$ cat config.mk
export PLATFORM = sky130hd
export DESIGN_NAME = decoder
export DESIGN_NICKNAME = d
export VERILOG_FILES = /design/src/rtl/decoder.sv
export SDC_FILE = /design/constraint.sdc
export NUM_CORES = 1
export LEC_CHECK = 0
export ABC_AREA = 1
export CORE_AREA = 2 2 39 41
export CTS_CLUSTER_DIAMETER = 200
export DETAILED_ROUTE_END_ITERATION = 6
export DIE_AREA = 0 0 41 43
export GPL_TIMING_DRIVEN = 0
export SLEW_MARGIN = 10
export SYNTH_ARGS = -nofsm -noshare
export SYNTH_HDL_FRONTEND = slang
export SYNTH_SLANG_ARGS = --single-unit
$ cat constraint.sdc
create_clock -name clk -period 0.8 [get_ports clk]
set_clock_uncertainty 0.2 [all_clocks]
set_input_delay 0.08 -clock clk [delete_from_list [all_inputs] [get_ports clk]]
set_output_delay 0.08 -clock clk [all_outputs]
set_load 0.005 [all_outputs]
$ cat src/rtl/decoder.sv
// 3-to-8 line decoder with enable, valid flag, optional output register
// and optional active-low output polarity.
module decoder #(
  parameter bit REGISTER_OUT   = 1'b1,
  parameter bit ACTIVE_LOW_OUT = 1'b0
) (
  input  logic clk,
  input  logic rst,
  input  logic x,
  input  logic y,
  input  logic z,
  input  logic en,
  output logic d0,
  output logic d1,
  output logic d2,
  output logic d3,
  output logic d4,
  output logic d5,
  output logic d6,
  output logic d7,
  output logic valid
);

  logic [2:0] sel;
  logic [7:0] line_d;
  logic       valid_d;
  logic [7:0] line_r;
  logic       valid_r;
  logic [7:0] dbus;

  assign sel = {x, y, z};

  always_comb begin
    line_d  = '0;
    valid_d = 1'b0;
    if (en) begin
      line_d[sel] = 1'b1;
      valid_d     = 1'b1;
    end
  end

  if (REGISTER_OUT) begin : g_reg
    logic [7:0] line_q;
    logic       valid_q;

    always_ff @(posedge clk or negedge rst) begin
      if (!rst) begin
        line_q  <= '0;
        valid_q <= 1'b0;
      end else begin
        line_q  <= line_d;
        valid_q <= valid_d;
      end
    end

    assign line_r  = line_q;
    assign valid_r = valid_q;
  end else begin : g_comb
    // Reset still gates the combinational path so all lines read idle.
    assign line_r  = rst ? line_d : '0;
    assign valid_r = rst & valid_d;
  end

  assign dbus  = ACTIVE_LOW_OUT ? ~line_r : line_r;
  assign valid = valid_r;

  assign {d7, d6, d5, d4, d3, d2, d1, d0} = dbus;

endmodule

=== Yosys cells after proc, flatten, opt, wreduce, memory -nomap -nowiden ===
Index checks and enable logic that the tools add are counted.

* Bits in registers: 9
* Input port bits: 6
* Logic and storage cells: 9

* Magnitude comparators: 2
* Muxes and demuxes: 4
* Reduce and logical (&&, ||, !) cells: 1

{| class="wikitable"
|+ Operators with widths
! cell !! count
|-
| two-way mux 8 bit || 1
|-
| < comparator 3 x 4 -> 1 bit, second input constant || 1
|-
| demux 1 bit (select 3 bit) || 1
|-
| greater-or-equal comparator 3 x 1 -> 1 bit, second input constant || 1
|-
| two-way mux 1 bit || 2
|-
| logical AND 1 bit || 1
|}

=== Depth between registers and ports, before layout ===
Gate-level depths: netlist of run 1.

* Depth in word-level cells: 5
* Depth in mapped cells: 3

=== Worst setup path after synthesis of run 1 ===
Ideal clock, no wire load.

* Kind: reg2out
* Start point: register g_reg.line_q[0], in the netlist dbus[0]
* End point: output port d0
* Arrival time: 0.349 ns
* Slack: 0.171 ns
* Stages on the path, launching flop included: 1
* Path buffers: 0
* Cell sequence: dfrtp_1

{| class="wikitable"
|+ RTL lines
! item !! RTL line !! RTL
|-
| start, declared || 43 || <nowiki>logic [7:0] line_q;</nowiki>
|-
| start signal, assigned || 51 || <nowiki>line_q <= line_d;</nowiki>
|-
| end, declared || 13 || <nowiki>output logic d0,</nowiki>
|}

No word-level cell between the ends.

=== Worst setup path in the final report of run 1 ===
* Start point: register g_reg.valid_q, in the netlist valid
* End point: output port valid

{| class="wikitable"
|+ RTL lines
! item !! RTL line !! RTL
|-
| start, declared || 44 || <nowiki>logic valid_q;</nowiki>
|-
| start signal, assigned || 52 || <nowiki>valid_q <= valid_d;</nowiki>
|-
| end, declared || 21 || <nowiki>output logic valid</nowiki>
|}

No word-level cell between the ends.

==> results.py, run 1 <==
metrics = {
    "status": {
        "outcome": "finished with violations",
        "failed_checks": "negative hold slack, negative setup slack",
    },
    "critical_path": {
        "slowest_stage": "dfrtp_1",
        "cp_cell_sequence": "buf_2",
        "endpoint_kind": "output port",
        "slowest_delay_ns": 0.36,
        "start_kind": "flop",
        "crit_family": "flip-flops",
        "crit_required_ns": 0.52,
        "critPathKind": "reg -> out",
        "path_buf_inv": 1,
        "arrival_ns": 0.74,
        "cp_max_fo": 1,
    },
    "cells_and_area": {
        "drive_gt1_frac": 0.3409,
        "diodes": 0,
        "final_cell_count_no_fill": 60,
        "fillerInstances": 153,
        "final_util": 0.3119,
        "layout.nets": 51,
        "area_delta_synth_final_pct": 49.35,
    },
    "route": {
        "vias": 227,
        "drt_iter0_drc": 0,
        "wire_per_inst_um": 8.417,
        "wl_um": 505,
        "ant_nets": 0,
        "drc": 0,
        "via_per_inst": 3.783,
        "drtPass1Iterations": 1,
    },
    "clocking": {
        "cts_tree": "built",
        "clkTransAtPathRegs_ns": 0.06,
        "clkSinkCount": 9,
        "cts_buffer_depth": 2,
        "post-cts-setup-buffer-count": 0,
        "cts_htree_levels": 1,
        "cts_buffers": 3,
        "root_buffer": "clkbuf_4",
    },
    "sta": {
        "hold_violations": 10,
        "fin_setup_tns_ns": -1.866,
        "rsz0062_at_grt": "true",
        "fin_ws_ns": -0.2168,
        "relSlewSlack": 0.7470,
        "setup_violations": 9,
        "fmax_ghz": 0.9835,
        "slew_viol_final": 0,
        "tightest_slew_ns": 0.3782,
        "fin_hold_ws_ns": -0.09358,
        "period_share": 1.271,
        "layout_min_cycle_time_ns": 1.017,
    },
    "floorplan": {
        "start_util": 0.2089,
        "die_h_um": 43,
        "fp.dieW_um": 41,
        "row_count": 14,
        "ioPinCount": 15,
        "core-area_sq_um": 1384,
        "dieArea_sq_um": 1763,
    },
    "place": {
        "hpwl_um": 405.3,
        "place.port_buffers": 14,
        "numPlacedInstances": 56,
        "routabilityCongestion": 0.7699,
    },
    "synthesis": {
        "netlist_area_sq_um": 289.0,
        "yosysWarnings": 0,
        "ys_seq_area_frac": 0.7792,
        "ys_ff_latch": 9,
        "synth.distinct_cells": 4,
        "post_synth.cell_area_avg_sq_um": 11.12,
        "synth_nets": 32,
        "synthCells": 26,
    },
    "power": {
        "power_leakage_uw": 0.0002527,
        "power_uw": 872.8,
        "power_density_nw_per_um2": 2022,
        "vdd_drop_max_v": 0.0006054,
    },
    "global_routing": {
        "first_global_vias": 248,
        "grt_pass1_wl_um": 876,
        "antenna_found_initial": 0,
        "grt-ovfl-total": 0,
        "grt_max_degree": 10,
        "grtUsageTotal": 0.08325,
    },
    "run": {
        "maxCapViolCount": 0,
    },
    "hold_path": {
        "hold_path_class": "in -> async",
    },
}
state kept, by name, indices dropped and copies added, names as in the netlist:
register and cells:
dbus 8, valid 1
placed cells by master (no fill, tap or decap), drive strengths merged:
master	n
buf	9
clkbuf	3
clkdlybuf4s50	1
clkinv	1
dfrtp	9
dlygate4sd2	4
inv	3
nand2	6
nor2	8
worst paths after layout:
kind,start,endpoint,cells after the start
setup / recovery,valid,valid,1
hold / removal,rst,dbus[3],1
max in group asynchronous,rst,dbus[0],1
min in group clk,en,valid,1
routing by layer:
layer | up-vias | GRT usage | routed length [um] | share of wire
met1 | 103 | 0.07000 | 168 | 0.33
met2 | 9 | 0.1156 | 271 | 0.54
met4 | 0 | 0.1200 | 24 | 0.048
met3 | 2 | 0.03141 | 40 | 0.079
li1 | 113 | - | - | -
met5 | - | 0 | 0 | 0
kinds of logic (layout without fill, tap and decap cells):
group,after synthesis,in the layout,synth area share
buf+inv,3,21,0.03896
simple gates,14,14,0.1818
flops,9,9,0.7792
synth_stat cells:
cell type  number  area share
nand2_1         6       0.078
inv_1           3       0.039
nor2_1          8        0.10
dfrtp_1         9        0.78
power by group:
part / switching (uW) / leakage (uW) / internal [uW]
Combinational: 38.1 / 0.000114 / 30.3
Clock: 150 / 0.0000177 / 184
Sequential: 2.77 / 0.000121 / 468
metrics by stage:
| stage | cell area, sq um | setup WS, ns |
|---|---|---|
| 5_1_grt | 431.7 | -0.2617 |
| 2_1_floorplan | 289.0 | 0.1707 |
| 3_5_place_dp | 449.2 | -0.3139 |
| 3_3_place_gp | 449.2 | -0.2861 |
| 4_1_cts | 431.7 | -0.2352 |
| 6_report | 431.7 | -0.2168 |
layout make-up:
class	count	area, sq um	area share
Clock buffer	3	22.52	0.05217
Clock inverter	1	5.005	0.01159
Timing Repair Buffer	14	90.09	0.2087
Tap cell	16	20.02	0.04638
Multi-Input combinational cell	14	57.56	0.1333
Sequential cell	9	225.2	0.5217
Inverter	3	11.26	0.02609
timing repair:
item	in CTS	in global routing
gates resized for setup	42	0
gates cloned	0	0
setup endpoints to repair	17	9
endpoints found under the hold margin	10	10
pin swaps	0	0
Note: power is estimated with default switching activity, not from simulation.
==> run 2, diff against run 1 <==
Clock period 0.8 ns to 1.15 ns, I/O delays scaled along.
==> run 2 against run 1 <==
Net effect:
- sequential share of layout area stayed put
- combinational power down 26%
- the run ends with negative hold slack left
- via count is 0.88% lower
- largest power group unchanged
- final cell count stayed put
==> results.py, run 2 (same netlist as run 1, synthesis figures left out) <==
metrics = {
    "place": {
        "postPlaceCellArea_sq_um": 449.2,
        "numPlacedInstances": 56,
        "place.port_buffers": 14,
        "routabilityCongestion": 0.7699,
        "hpwl_um": 405.3,
    },
    "global_routing": {
        "antenna_found_initial": 0,
        "grtUsageTotal": 0.08122,
        "grt_max_degree": 10,
        "grt_pass1_wl_um": 862,
        "grt-ovfl-total": 0,
        "first_global_vias": 244,
    },
    "cells_and_area": {
        "largest_reg_flops": 8,
        "final_cell_mix": "dfrtp_1 (9), clkbuf_2 (9), nor2_1 (8)",
        "drive_gt1_frac": 0.2955,
        "area_delta_synth_final_pct": 49.35,
        "final_cell_count_no_fill": 60,
        "design_area_sq_um": 431.7,
        "layout.nets": 51,
        "diodes": 0,
        "fillerInstances": 154,
    },
    "route": {
        "via_per_inst": 3.750,
        "vias": 225,
        "ant_nets": 0,
        "wire_per_inst_um": 8.250,
        "drc": 0,
        "wl_um": 495,
        "drtPass1Iterations": 1,
        "drt_iter0_drc": 0,
    },
    "floorplan": {
        "dieArea_sq_um": 1763,
        "fp.dieW_um": 41,
        "die_h_um": 43,
        "row_count": 14,
        "start_util": 0.2089,
        "ioPinCount": 15,
        "core-area_sq_um": 1384,
    },
    "clocking": {
        "post-cts-setup-buffer-count": 0,
        "cts_tree": "built",
        "root_buffer": "clkbuf_4",
        "cts_buffers": 3,
        "cts_buffer_depth": 2,
        "clkSinkCount": 9,
        "clkTransAtPathRegs_ns": 0.06,
        "cts_htree_levels": 1,
    },
    "status": {
        "failed_checks": "negative hold slack",
        "outcome": "finished with violations",
    },
    "run": {
        "maxCapViolCount": 0,
    },
    "critical_path": {
        "path_buf_inv": 1,
        "slowest_delay_ns": 0.36,
        "crit_family": "flip-flops",
        "critPathKind": "reg -> out",
        "crit_required_ns": 0.83,
        "start_kind": "flop",
        "slowest_stage": "dfrtp_1",
        "endpoint_kind": "output port",
        "cp_max_fo": 1,
        "arrival_ns": 0.73,
        "cp_cell_sequence": "clkbuf_2",
    },
    "hold_path": {
        "hold_path_class": "in -> async",
    },
    "sta": {
        "fmax_ghz": 0.9612,
        "hold_violations": 9,
        "layout_min_cycle_time_ns": 1.040,
        "tightest_slew_ns": 0.3792,
        "fin_setup_tns_ns": 0,
        "setup_violations": 0,
        "relSlewSlack": 0.7464,
        "rsz0062_at_grt": "false",
        "period_share": 0.9047,
        "fin_hold_ws_ns": -0.05914,
        "slew_viol_final": 0,
    },
    "power": {
        "vdd_drop_max_v": 0.0004308,
        "power_leakage_uw": 0.0002404,
        "power_density_nw_per_um2": 1420,
    },
}
-- run 2: cell count changes in the layout (fill, tap and decap cells not counted), sizes merged --
cell | before | now
buf | 9 | 0
clkbuf | 3 | 12
clkdlybuf4s50 | 1 | 5
dlygate4sd2 | 4 | 0
-- run 2: power by group --
| group | total, uW | switching (uW) | internal [uW] |
|---|---|---|---|
| clock | 235 | 107 | 128 |
| sequential | 328 | 2.26 | 325 |
| combinational | 50.4 | 25.1 | 25.4 |
| total | 613 | 134 | 479 |
-- run 2: path summary, 6_finish.rpt --
check	cells after the start	startpoint	slack, ns	to
worst max-delay path	1	valid	0.11	valid
worst min-delay path	1	rst	-0.06	dbus[3]
max in group asynchronous	1	rst	0.54	dbus[0]
min in group clk	1	en	0.16	valid
-- run 2: final cells by class --
class / instances / area [sq um] / share of cell area
Timing Repair Buffer: 14 / 95.09 / 0.2203
Inverter: 3 / 11.26 / 0.02609
Tap cell: 16 / 20.02 / 0.04638
Clock inverter: 1 / 5.005 / 0.01159
Sequential cell: 9 / 225.2 / 0.5217
Clock buffer: 3 / 22.52 / 0.05217
Multi-Input combinational cell: 14 / 52.55 / 0.1217
-- run 2: through the flow --
stage,power (uW),worst slack [ns],utilization,hold slack (ns)
2_1_floorplan,348.4,0.4857,-,-0.3806
3_3_place_gp,392.6,0.02889,0.3246,0.2190
3_5_place_dp,394.3,0.001103,0.3246,0.2292
4_1_cts,629.6,-0.001254,0.3445,-0.05308
5_1_grt,650.3,0.06429,0.3119,-0.03576
6_report,613.1,0.1096,0.3119,-0.05914
-- run 2: repair_timing --
action / CTS / global route
endpoints found under the setup margin: 9 / 9
hold endpoints to repair: 9 / 9
resized for setup: 18 / 9
-- run 2: metal layers --
layer,vias up,track usage,share of wire
li1,113,-,-
met1,101,0.07000,0.36
met2,9,0.1094,0.51
met3,2,0.03141,0.087
met4,0,0.1200,0.048
met5,-,0,0
==> run 3, diff against run 2 <==
Settings changed: CORE_AREA 2 2 39 41 to 4 4 41 43, DIE_AREA 0 0 41 43 to 0 0 45 47, SETUP_SLACK_MARGIN set to 0.3.
==> run 3 against run 2 <==
Net effect:
- the flow still finishes with violations (negative hold slack)
- via count up 0.89%
- critical path depth unchanged
- final cell count down 1.7%
- combinational power up 2%
- clock power up 3%
- flip-flop and latch count unchanged
- first-iteration DRC count up 2
- power up 1.3%
- routed wire length up 19%
- die area up 20%
- count of clock-buffer cells in the layout up 1
- critical endpoint is now d6
- largest cell class unchanged
==> results.py, run 3 (same netlist as run 1, synthesis figures left out) <==
metrics = {
    "status": {
        "outcome": "finished with violations",
        "failed_checks": "negative hold slack",
    },
    "clocking": {
        "clkSinkCount": 9,
        "cts_buffers": 3,
        "cts_buffer_depth": 2,
        "cts_tree": "built",
        "clkTransAtPathRegs_ns": 0.06,
        "cts_htree_levels": 1,
        "root_buffer": "clkbuf_4",
    },
    "sta": {
        "tightest_slew_ns": 0.4007,
        "fin_hold_ws_ns": -0.1433,
        "fin_setup_tns_ns": 0,
        "relSlewSlack": 0.7320,
        "period_share": 0.9152,
        "layout_min_cycle_time_ns": 1.053,
        "rsz0062_at_grt": "true",
        "slew_viol_final": 0,
        "hold_violations": 18,
        "setup_violations": 0,
        "fmax_ghz": 0.9501,
    },
    "global_routing": {
        "grt_max_degree": 10,
        "grtUsageTotal": 0.06971,
        "grt-ovfl-total": 0,
        "grt_pass1_wl_um": 897,
        "antenna_found_initial": 0,
        "first_global_vias": 209,
    },
    "place": {
        "numPlacedInstances": 55,
        "hpwl_um": 402.3,
        "routabilityCongestion": 0.7593,
        "place.port_buffers": 14,
    },
    "power": {
        "power_leakage_uw": 0.0002812,
        "clockPowerShare": 0.390,
        "switching_power_uw": 137.9,
        "power_density_nw_per_um2": 1398,
        "comb_power_share": 0.083,
        "vdd_drop_max_v": 0.0004731,
        "switching_share": 0.2220,
        "seqPwrFrac": 0.527,
        "power_uw": 621.0,
        "internal_power_uw": 483.1,
    },
    "critical_path": {
        "cp_max_fo": 1,
        "path_buf_inv": 1,
        "endpoint_kind": "output port",
        "arrival_ns": 0.74,
        "cp_cell_sequence": "buf_2",
        "start_kind": "flop",
        "crit_required_ns": 0.83,
        "crit_family": "flip-flops",
        "slowest_delay_ns": 0.36,
        "critPathKind": "reg -> out",
        "slowest_stage": "dfrtp_1",
    },
    "route": {
        "drt_iter0_drc": 2,
        "vias": 227,
        "ant_nets": 0,
        "drc": 0,
        "drtPass1Iterations": 2,
        "via_per_inst": 3.847,
        "wire_per_inst_um": 9.983,
        "wl_um": 589,
    },
    "floorplan": {
        "ioPinCount": 15,
        "die_h_um": 47,
        "core-area_sq_um": 1301,
        "start_util": 0.2221,
        "dieArea_sq_um": 2115,
        "row_count": 13,
        "fp.dieW_um": 45,
    },
    "cells_and_area": {
        "final_cell_count_no_fill": 59,
        "diodes": 0,
        "final_cell_mix": "dfrtp_1 (9), buf_2 (9), nor2_1 (8)",
        "drive_gt1_frac": 0.3182,
        "layout.nets": 51,
        "fillerInstances": 148,
        "largest_reg_flops": 8,
        "area_delta_synth_final_pct": 53.68,
        "final_util": 0.3413,
    },
    "hold_path": {
        "hold_path_class": "in -> reg",
    },
    "run": {
        "maxCapViolCount": 0,
    },
}
[run 3: cell count changes in the layout (fill, tap and decap cells not counted), moves of 2 or more]
cell             previous run  this run
clkbuf_2                    9         0
nand2_2                     0         2
dlymetal6s2s_1              0         4
nand2_1                     6         4
clkdlybuf4s50_1             5         1
buf_2                       0         9
[run 3: per-stage QoR]
| stage | hold WS (ns) | setup WS [ns] | area (sq um) |
|---|---|---|---|
| detailed placement | 0.2267 | 0.01568 | 447.9 |
| global route | -0.1396 | 0.05304 | 444.2 |
| floorplan | -0.3806 | 0.4857 | 289.0 |
| CTS | -0.04765 | 0.08133 | 434.2 |
| finish | -0.1433 | 0.09749 | 444.2 |
| global placement | 0.2199 | 0.02118 | 447.9 |
[run 3: power by group through the flow]
| stage | sequential [uW] | combinational [uW] | clock [uW] |
|---|---|---|---|
| after floorplan | 335 | 13.3 | 0 |
| after global placement | 334 | 59.9 | 0 |
| after global routing | 328 | 58.1 | 264 |
| after detailed placement | 334 | 60.6 | 0 |
| final | 327 | 51.6 | 242 |
| after CTS | 327 | 54.1 | 249 |
[run 3: per-layer routing]
metal | GRT usage | vias up | part of all wire
met2 | 0.07910 | 14 | 0.40
met3 | 0.04981 | 3 | 0.13
li1 | - | 111 | -
met5 | 0 | - | 0
met4 | 0.08772 | 0 | 0.041
met1 | 0.07346 | 99 | 0.42
[run 3: final cells by class]
class	instances	area [sq um]	share of cell area
clock buffer	4	26.28	0.05915
sequential	9	225.2	0.5070
inverter	3	11.26	0.02535
tap	15	18.77	0.04225
multi-input combinational	14	57.56	0.1296
timing repair buffer	14	105.1	0.2366
[run 3: what timing repair did]
| action | in CTS | in global routing |
|---|---|---|
| setup buffers | 0 | 0 |
| endpoints found under the setup margin | 12 | 15 |
| endpoints found under the hold margin | 9 | 17 |
| gates resized for setup | 38 | 4 |
[run 3: path summary, 6_finish.rpt]
check | startpoint | to | slack (ns) | cells after the start
max in group asynchronous | rst | dbus[4] | 0.52 | 1
min in group asynchronous | rst | dbus[7] | -0.05 | 1
hold / removal | en | valid | -0.14 | 1
setup / recovery | dbus[6] | d6 | 0.1 | 1
